## src/rtl/mult_div_sequencer_if.sv

```systemverilog
// Handshake and HI/LO bundle for mult_div_sequencer.
// Build option: MDU_DIVZERO_EN adds the div_zero flag.
//   start, op, a, b    : operation request (master -> slave)
//   hi_we, lo_we, wdata: MTHI/MTLO writes (master -> slave)
//   busy, done         : operation status (slave -> master)
//   hi, lo             : architectural HI/LO registers (slave -> master)
//   div_zero           : divide-by-zero flag in the done cycle (MDU_DIVZERO_EN only)
interface mult_div_sequencer_if #(
  parameter int unsigned WIDTH = 32
);
  logic             start;
  logic [1:0]       op;
  logic [WIDTH-1:0] a;
  logic [WIDTH-1:0] b;
  logic             hi_we;
  logic             lo_we;
  logic [WIDTH-1:0] wdata;
  logic             busy;
  logic             done;
  logic [WIDTH-1:0] hi;
  logic [WIDTH-1:0] lo;
`ifdef MDU_DIVZERO_EN
  logic             div_zero;

  modport master (output start, op, a, b, hi_we, lo_we, wdata,
                  input busy, done, hi, lo, div_zero);
  modport slave (input start, op, a, b, hi_we, lo_we, wdata,
                 output busy, done, hi, lo, div_zero);
`else
  modport master (output start, op, a, b, hi_we, lo_we, wdata,
                  input busy, done, hi, lo);
  modport slave (input start, op, a, b, hi_we, lo_we, wdata,
                 output busy, done, hi, lo);
`endif
endinterface

```

## src/rtl/mult_div_sequencer.sv

```systemverilog
// Multi-cycle HI/LO unit: MULTU/MULT/DIVU/DIV at one bit per cycle on a shared
// add/subtract datapath, plus MTHI/MTLO writes into the HI/LO registers.
// Build option: MDU_DIVZERO_EN makes a divide by zero finish early and
// raises div_zero.
// Ports:
//   clk   : system clock, rising edge
//   reset : asynchronous, active-high reset
//   bus   : mult_div_sequencer_if.slave (start/op/a/b, hi_we/lo_we/wdata,
//           busy/done/hi/lo[/div_zero])
module mult_div_sequencer #(
  parameter int unsigned WIDTH = 32
) (
  input logic                 clk,
  input logic                 reset,
  mult_div_sequencer_if.slave bus
);

  localparam int unsigned CntW = (WIDTH > 1) ? $clog2(WIDTH) : 1;

  typedef enum logic [1:0] {StIdle, StRun, StFix, StDone} state_e;

  state_e           state_q;
  logic [CntW-1:0]  cnt_q;
  logic             is_div_q;
  logic             neg_q;      // negate product / quotient
  logic             neg_rem_q;  // negate remainder
  // Mult: acc_hi = running upper half, acc_lo = multiplier shifting out / low half.
  // Div:  acc_hi = partial remainder, acc_lo = dividend shifting out / quotient in.
  logic [WIDTH-1:0] acc_hi_q;
  logic [WIDTH-1:0] acc_lo_q;
  logic [WIDTH-1:0] opnd_q;     // |multiplicand| or |divisor|
  logic [WIDTH-1:0] hi_q;
  logic [WIDTH-1:0] lo_q;
  logic             busy_q;
  logic             done_q;
`ifdef MDU_DIVZERO_EN
  logic             dz_q;
  logic             div_zero_q;
`endif

  logic             a_neg;
  logic             b_neg;
  logic [WIDTH-1:0] a_mag;
  logic [WIDTH-1:0] b_mag;
  logic [WIDTH:0]   sum;
  logic [WIDTH:0]   partial;
  logic [WIDTH+1:0] diff;
  logic             ge;
  logic [2*WIDTH-1:0] prod_neg;
  logic             unused_diff_bit;

  always_comb begin
    a_neg    = bus.op[0] & bus.a[WIDTH-1];
    b_neg    = bus.op[0] & bus.b[WIDTH-1];
    a_mag    = a_neg ? -bus.a : bus.a;
    b_mag    = b_neg ? -bus.b : bus.b;
    sum      = {1'b0, acc_hi_q} + (acc_lo_q[0] ? {1'b0, opnd_q} : '0);
    partial  = {acc_hi_q, acc_lo_q[WIDTH-1]};
    // Top bit is the borrow of the trial subtract.
    diff     = {1'b0, partial} - {2'b00, opnd_q};
    ge       = ~diff[WIDTH+1];
    prod_neg = -{acc_hi_q, acc_lo_q};
  end

  // When the trial succeeds the difference is below the divisor, so bit WIDTH is zero.
  assign unused_diff_bit = diff[WIDTH];

  always_ff @(posedge clk or posedge reset) begin
    if (reset) begin
      state_q   <= StIdle;
      cnt_q     <= '0;
      is_div_q  <= 1'b0;
      neg_q     <= 1'b0;
      neg_rem_q <= 1'b0;
      acc_hi_q  <= '0;
      acc_lo_q  <= '0;
      opnd_q    <= '0;
      hi_q      <= '0;
      lo_q      <= '0;
      busy_q    <= 1'b0;
      done_q    <= 1'b0;
`ifdef MDU_DIVZERO_EN
      dz_q       <= 1'b0;
      div_zero_q <= 1'b0;
`endif
    end else begin
      done_q <= 1'b0;
`ifdef MDU_DIVZERO_EN
      div_zero_q <= 1'b0;
`endif
      unique case (state_q)
        StIdle: begin
          if (bus.start) begin
            // A write in the same cycle as start is dropped.
            is_div_q  <= bus.op[1];
            neg_q     <= a_neg ^ b_neg;
            neg_rem_q <= a_neg;
            acc_hi_q  <= '0;
            acc_lo_q  <= bus.op[1] ? a_mag : b_mag;
            opnd_q    <= bus.op[1] ? b_mag : a_mag;
            cnt_q     <= CntW'(WIDTH - 1);
            busy_q    <= 1'b1;
            state_q   <= StRun;
`ifdef MDU_DIVZERO_EN
            dz_q <= 1'b0;
            if (bus.op[1] && (bus.b == '0)) begin
              // Preload the final result and let FIX pass it through untouched.
              dz_q      <= 1'b1;
              neg_q     <= 1'b0;
              neg_rem_q <= 1'b0;
              acc_hi_q  <= bus.a;
              acc_lo_q  <= '1;
              state_q   <= StFix;
            end
`endif
          end else begin
            if (bus.hi_we) hi_q <= bus.wdata;
            if (bus.lo_we) lo_q <= bus.wdata;
          end
        end
        StRun: begin
          if (is_div_q) begin
            acc_hi_q <= ge ? diff[WIDTH-1:0] : partial[WIDTH-1:0];
            acc_lo_q <= {acc_lo_q[WIDTH-2:0], ge};
          end else begin
            acc_hi_q <= sum[WIDTH:1];
            acc_lo_q <= {sum[0], acc_lo_q[WIDTH-1:1]};
          end
          if (cnt_q == '0) begin
            state_q <= StFix;
          end else begin
            cnt_q <= cnt_q - 1'b1;
          end
        end
        StFix: begin
          if (is_div_q) begin
            if (neg_q)     acc_lo_q <= -acc_lo_q;
            if (neg_rem_q) acc_hi_q <= -acc_hi_q;
          end else if (neg_q) begin
            {acc_hi_q, acc_lo_q} <= prod_neg;
          end
          state_q <= StDone;
        end
        StDone: begin
          // Result write overrides any MTHI/MTLO in this cycle.
          hi_q    <= acc_hi_q;
          lo_q    <= acc_lo_q;
          done_q  <= 1'b1;
          busy_q  <= 1'b0;
          state_q <= StIdle;
`ifdef MDU_DIVZERO_EN
          div_zero_q <= dz_q;
`endif
        end
        default: state_q <= StIdle;
      endcase
    end
  end

  assign bus.busy = busy_q;
  assign bus.done = done_q;
  assign bus.hi   = hi_q;
  assign bus.lo   = lo_q;
`ifdef MDU_DIVZERO_EN
  assign bus.div_zero = div_zero_q;
`endif

endmodule

```

## src/flat_wrapper.sv

```systemverilog
// flat-port wrapper written by rule: the top's interface ports become plain ports
module mult_div_sequencer_flat 
#(
  parameter int unsigned WIDTH = 32
)
  (clk, reset, bus_start, bus_op, bus_a, bus_b, bus_hi_we, bus_lo_we, bus_wdata, bus_busy, bus_done, bus_hi, bus_lo);
  mult_div_sequencer_if #(.WIDTH(WIDTH)) bus_i ();
  input logic clk;
  input logic reset;
  input wire logic [$bits(bus_i.start)-1:0] bus_start;
  input wire logic [$bits(bus_i.op)-1:0] bus_op;
  input wire logic [$bits(bus_i.a)-1:0] bus_a;
  input wire logic [$bits(bus_i.b)-1:0] bus_b;
  input wire logic [$bits(bus_i.hi_we)-1:0] bus_hi_we;
  input wire logic [$bits(bus_i.lo_we)-1:0] bus_lo_we;
  input wire logic [$bits(bus_i.wdata)-1:0] bus_wdata;
  output wire logic [$bits(bus_i.busy)-1:0] bus_busy;
  output wire logic [$bits(bus_i.done)-1:0] bus_done;
  output wire logic [$bits(bus_i.hi)-1:0] bus_hi;
  output wire logic [$bits(bus_i.lo)-1:0] bus_lo;
  assign bus_i.start = bus_start;
  assign bus_i.op = bus_op;
  assign bus_i.a = bus_a;
  assign bus_i.b = bus_b;
  assign bus_i.hi_we = bus_hi_we;
  assign bus_i.lo_we = bus_lo_we;
  assign bus_i.wdata = bus_wdata;
  assign bus_busy = bus_i.busy;
  assign bus_done = bus_i.done;
  assign bus_hi = bus_i.hi;
  assign bus_lo = bus_i.lo;
  mult_div_sequencer #(.WIDTH(WIDTH)) u_core (.clk(clk), .reset(reset), .bus(bus_i));
endmodule
```

## config.mk

```make
export PLATFORM = sky130hd
export DESIGN_NAME = mult_div_sequencer_flat
export DESIGN_NICKNAME = d
export VERILOG_FILES = /design/src/rtl/mult_div_sequencer_if.sv /design/src/rtl/mult_div_sequencer.sv /design/src/flat_wrapper.sv
export SDC_FILE = /design/constraint.sdc
export NUM_CORES = 1
export LEC_CHECK = 0
export CORE_ASPECT_RATIO = 0.5
export CORE_UTILIZATION = 58
export DETAILED_ROUTE_END_ITERATION = 8
export PLACE_DENSITY = 0.82
export SYNTH_ARGS = -nofsm -noshare
export SYNTH_HDL_FRONTEND = slang
export SYNTH_SLANG_ARGS = --single-unit
```

## constraint.sdc

```tcl
create_clock -name clk -period 6.81 [get_ports clk]
set_clock_uncertainty 0.15 [all_clocks]
set_input_delay 0.681 -clock clk [delete_from_list [all_inputs] [get_ports clk]]
set_output_delay 0.681 -clock clk [all_outputs]
set_load 0.02 [all_outputs]
```

==> results.md <==
* Outcome: finished clean
* Starting DRT DRC Count at 1979
* Power density relative to cell area at 517.6 mW/mm^2
* Maximum cell stage delay along the critical path at 0.76 ns
* Share of async-settable or async-resettable flops after synthesis at 100.0%
* Num CTS Buffers at 17
* Worst hold stages at 2
* Final wirelength at 52.28 mm
* Net count after synthesis at 2222
* Share of synthesized area spent on multiplexers at 4.329%
* Final weighted congestion of routability-driven global placement at 1.018
* Dominant combinational cell family by area after synthesis: compound AO/OA/AOI/OAI gates
* CP startpoint kind: flip-flop
* Seq pwr share at 23.2%
* Crit path time final at 4.855 ns
* Endpoint of the most critical register-to-register path: u_core.acc_hi_q[16]
* Leading post-synthesis cells by cell area: sky130_fd_sc_hd__dfrtp_1, sky130_fd_sc_hd__a21oi_1, sky130_fd_sc_hd__nor2_1
* Resized cells post-CTS at 0
* Via-per-instance ratio at 6.495
* Max-Slew Margin vs Limit at 29.38%
* GR Util All Layers at 38.54%
* Pleak at 7.489 nW
* Register bit count reported by yosys at 172
* Peak fanout along the critical path at 32
* Switching share of power at 52.74%
* Area share of the leading cell type in the synthesized netlist at 28.15%
* Latest clock arrival within the worst-skew pair at 0.46 ns
* Worst-case reg-to-reg path depth at 11
* Share of the synthesized area in compound gates (AO/OA/AOI/OAI) at 27.80%
* Synth Area in XOR/XNOR at 6.989%
* Cell area after synthesis at 0.01529 sq mm
* Mean instance size in the synthesized netlist at 7.483 sq um
* Post-detailed-route count of antenna-violating nets at 0
* Slack of the worst reg-to-reg path at 1.95 ns
* Dominant cell type by area after synthesis: sky130_fd_sc_hd__dfrtp_1
* Post-detailed-placement cell area at 0.01703 sq mm
* Critical Path End Type: flip-flop
* Clock share of power at 11.1%
* Most used standard cell by instance count after synthesis: sky130_fd_sc_hd__a21oi_1
* Core region area at 0.02555 sq mm
* Post-synth EDFFs at 0
* Cell-internal power at 4.312 mW
* Main flop type after synthesis: sky130_fd_sc_hd__dfrtp_1
* Power spent charging and discharging nets at 4.811 mW
* Final cycle utilization of the critical path at 71.30%
* Count of vias placed by the detailed router at 16020
* Final Worst Setup Slack at 1.955 ns
* Wirelength per Cell at 21.20 um
* Data arrival time at the worst-slack endpoint at 5.04 ns
* Setup TNS after final layout at 0 ns
* Sink Count at 172
* Synth Instances at 2043
* Antenna Cells at 0
* End point of the worst hold path: u_core.opnd_q[19]
* Number of unique standard cell types used by synthesis at 77
* I/O pins at 169
* Layout overhead on the synthesized area at 15.28%
* First-pass GRT wire length at 79.53 mm
* Final std cell area, no fill at 0.01762 sq mm
* Start-to-end type of the worst setup path: flip-flop to flip-flop
* Fraction of the mapped netlist area in adder cells at 6.318%
* Pre-CTS worst setup slack at 2.094 ns
* DRC Markers at 0
* Max Root-Sink Buffers at 2
* Worst hold path type: flip-flop to flip-flop
* CTS H-tree depth at 4
* Required time of the critical path at 7.00 ns
* Port Buffers at 168
* FF-to-FF Start: u_core.acc_lo_q[0]
* Series of cell instances along the critical path: inv_1 > ha_1 > or4b_1 > nor4_2 > a41o_1 > nand3_1 > or4_1 > nor4_1 > a21oi_1 > nand2b_1 > o311ai_0
* Final net count at 2288
* Antenna violations before repair at 0
* Setup-violating endpoint count in the final report at 0
* Slew of the pin with the lowest slew margin at 1.059 ns
* Cell at the root of the clock tree: sky130_fd_sc_hd__clkbuf_16
* First-pass iteration count of the detailed router at 6
* Maximum number of pins on one net before global-route repair at 121
* CTS tree: yes
* Final hold violation count at 0
* Number of max-slew violations in the final report at 0
* FP Rows at 41
* Fraction of final layout cells sized beyond drive strength 1 at 5.137%
* Postcts setup bufs at 0
* Detailed-placement wirelength estimate at 39.54 mm
* Die W at 231.6 um
* Synth cell count leaders: sky130_fd_sc_hd__a21oi_1, sky130_fd_sc_hd__nor2_1, sky130_fd_sc_hd__dfrtp_1
* Synth Area in Simple Gates at 21.10%
* Gate power share at 65.7%
* Die H at 116.8 um
* Maximum clock frequency at 206.0 MHz
* HP Start: u_core.opnd_q[19]
* Setup repair after global routing missed its margin: false
* Number of max-cap violations at 0
* GR Overflow Total at 0
* Sequential fraction of the synthesis area at 28.15%
* Starting density of the core at 59.84%
* Clock slew at the register clock pins of the worst setup and hold paths at 0.08 ns
* Area of the die at 0.02705 sq mm
* Yosys synthesis warning count at 0
* Cts-stage hold buffer count at 0
* Max rail drop VDD at 0.3072 mV
* Slowest-stage cell, CP: sky130_fd_sc_hd__inv_1
* Via count of the first global-routing pass at 14070
==> critical path, delay by kind of cell, from the launching register on <==
kind	cells	cell delay, ns
and+or+nand+nor	6	2.43
AOI/OAI and AO/OA	3	0.61
adders and majority gates	1	0.34
DFF	1	0.45
buffers and inverters	1	0.76
==> worst max path at each step <==
stage                                   from                   to
final                     u_core.acc_lo_q[0]  u_core.acc_hi_q[16]
after global routing      u_core.acc_lo_q[0]  u_core.acc_hi_q[16]
after detailed placement  u_core.acc_lo_q[0]  u_core.acc_hi_q[16]
after global placement    u_core.acc_lo_q[0]  u_core.acc_hi_q[14]
after floorplan                        reset   u_core.acc_hi_q[0]
after CTS                 u_core.acc_lo_q[0]  u_core.acc_hi_q[16]
==> metal layers <==
metal	vias to the layer above	track usage, %	wire length (um)
met4	0	11.97	1386
met2	822	59.04	22850
met1	7581	54.30	22640
met5	-	0	0
met3	109	8.891	5403
li1	7504	-	-
==> power groups by stage <==
stage          clock network (mW)  registers [mW]  logic [mW]
2_1_floorplan                   0            2.06        4.07
3_3_place_gp                    0            2.08        5.70
3_5_place_dp                    0            2.10        5.81
4_1_cts                      1.02            2.08        5.86
5_1_grt                      1.06            2.16        6.56
6_report                     1.02            2.11        6.00
==> area by class of cell <==
class	count	area, sq um
multi-input cells	1661	10210
fillers	2170	7923
flip-flops and latches	172	4305
repair buffers	183	1792
well taps	344	430.4
clock buffers	17	425.4
inverters	74	282.8
clock inverters	15	173.9
==> cell families after synthesis <==
family,after synthesis
mux,63
compound gates,713
fa+ha+maj,76
xor+xnor,122
simple gates,687
buf+inv,210
flops,172
==> sequential cells by signal, indices dropped and copies added, names as in the netlist <==
register          cells
u_core.acc_hi_q      32
u_core.acc_lo_q      32
u_core.bus.hi        32
u_core.bus.lo        32
u_core.opnd_q        32
u_core.cnt_q          5
u_core.state_q        2
u_core.bus.busy       1
u_core.bus.done       1
u_core.is_div_q       1
u_core.neg_q          1
u_core.neg_rem_q      1
==> cells in the final DEF (no fill, tap or decap), types with 14 or more instances in the layout <==
master / synthesis / final
sky130_fd_sc_hd__dfrtp_1: 172 / 171
sky130_fd_sc_hd__a21o_1: 45 / 45
sky130_fd_sc_hd__nand2_1: 160 / 159
sky130_fd_sc_hd__ha_1: 74 / 72
sky130_fd_sc_hd__nor3_1: 55 / 55
sky130_fd_sc_hd__o221ai_1: 14 / 14
sky130_fd_sc_hd__nor4_1: 23 / 23
sky130_fd_sc_hd__buf_4: 0 / 16
sky130_fd_sc_hd__a211oi_1: 18 / 18
sky130_fd_sc_hd__a21oi_1: 306 / 304
sky130_fd_sc_hd__nor2_1: 271 / 271
sky130_fd_sc_hd__clkbuf_16: 0 / 17
sky130_fd_sc_hd__or3_1: 19 / 19
sky130_fd_sc_hd__or4_1: 14 / 14
sky130_fd_sc_hd__nand3_1: 23 / 23
sky130_fd_sc_hd__mux2i_1: 38 / 38
sky130_fd_sc_hd__nor2b_1: 43 / 43
sky130_fd_sc_hd__o211ai_1: 16 / 16
sky130_fd_sc_hd__xnor2_1: 63 / 63
sky130_fd_sc_hd__mux2_2: 25 / 25
sky130_fd_sc_hd__xor2_1: 59 / 59
sky130_fd_sc_hd__a31oi_1: 24 / 24
sky130_fd_sc_hd__inv_1: 74 / 73
sky130_fd_sc_hd__o21ai_0: 166 / 166
sky130_fd_sc_hd__nand4_1: 17 / 17
sky130_fd_sc_hd__o31ai_1: 21 / 21
sky130_fd_sc_hd__clkdlybuf4s50_1: 0 / 167
==> stage by stage <==
step	hold WS, ns	power (mW)	cells	utilization (%)
global placement	0.3115	7.786	2434	66.64
detailed placement	0.3213	7.906	2434	66.64
floorplan	0.2996	6.136	2043	-
finish	0.3301	9.123	2466	68.99
CTS	0.3369	8.964	2466	68.99
global route	0.3781	9.776	2466	68.99
Note: power is estimated with default switching activity, not from simulation.
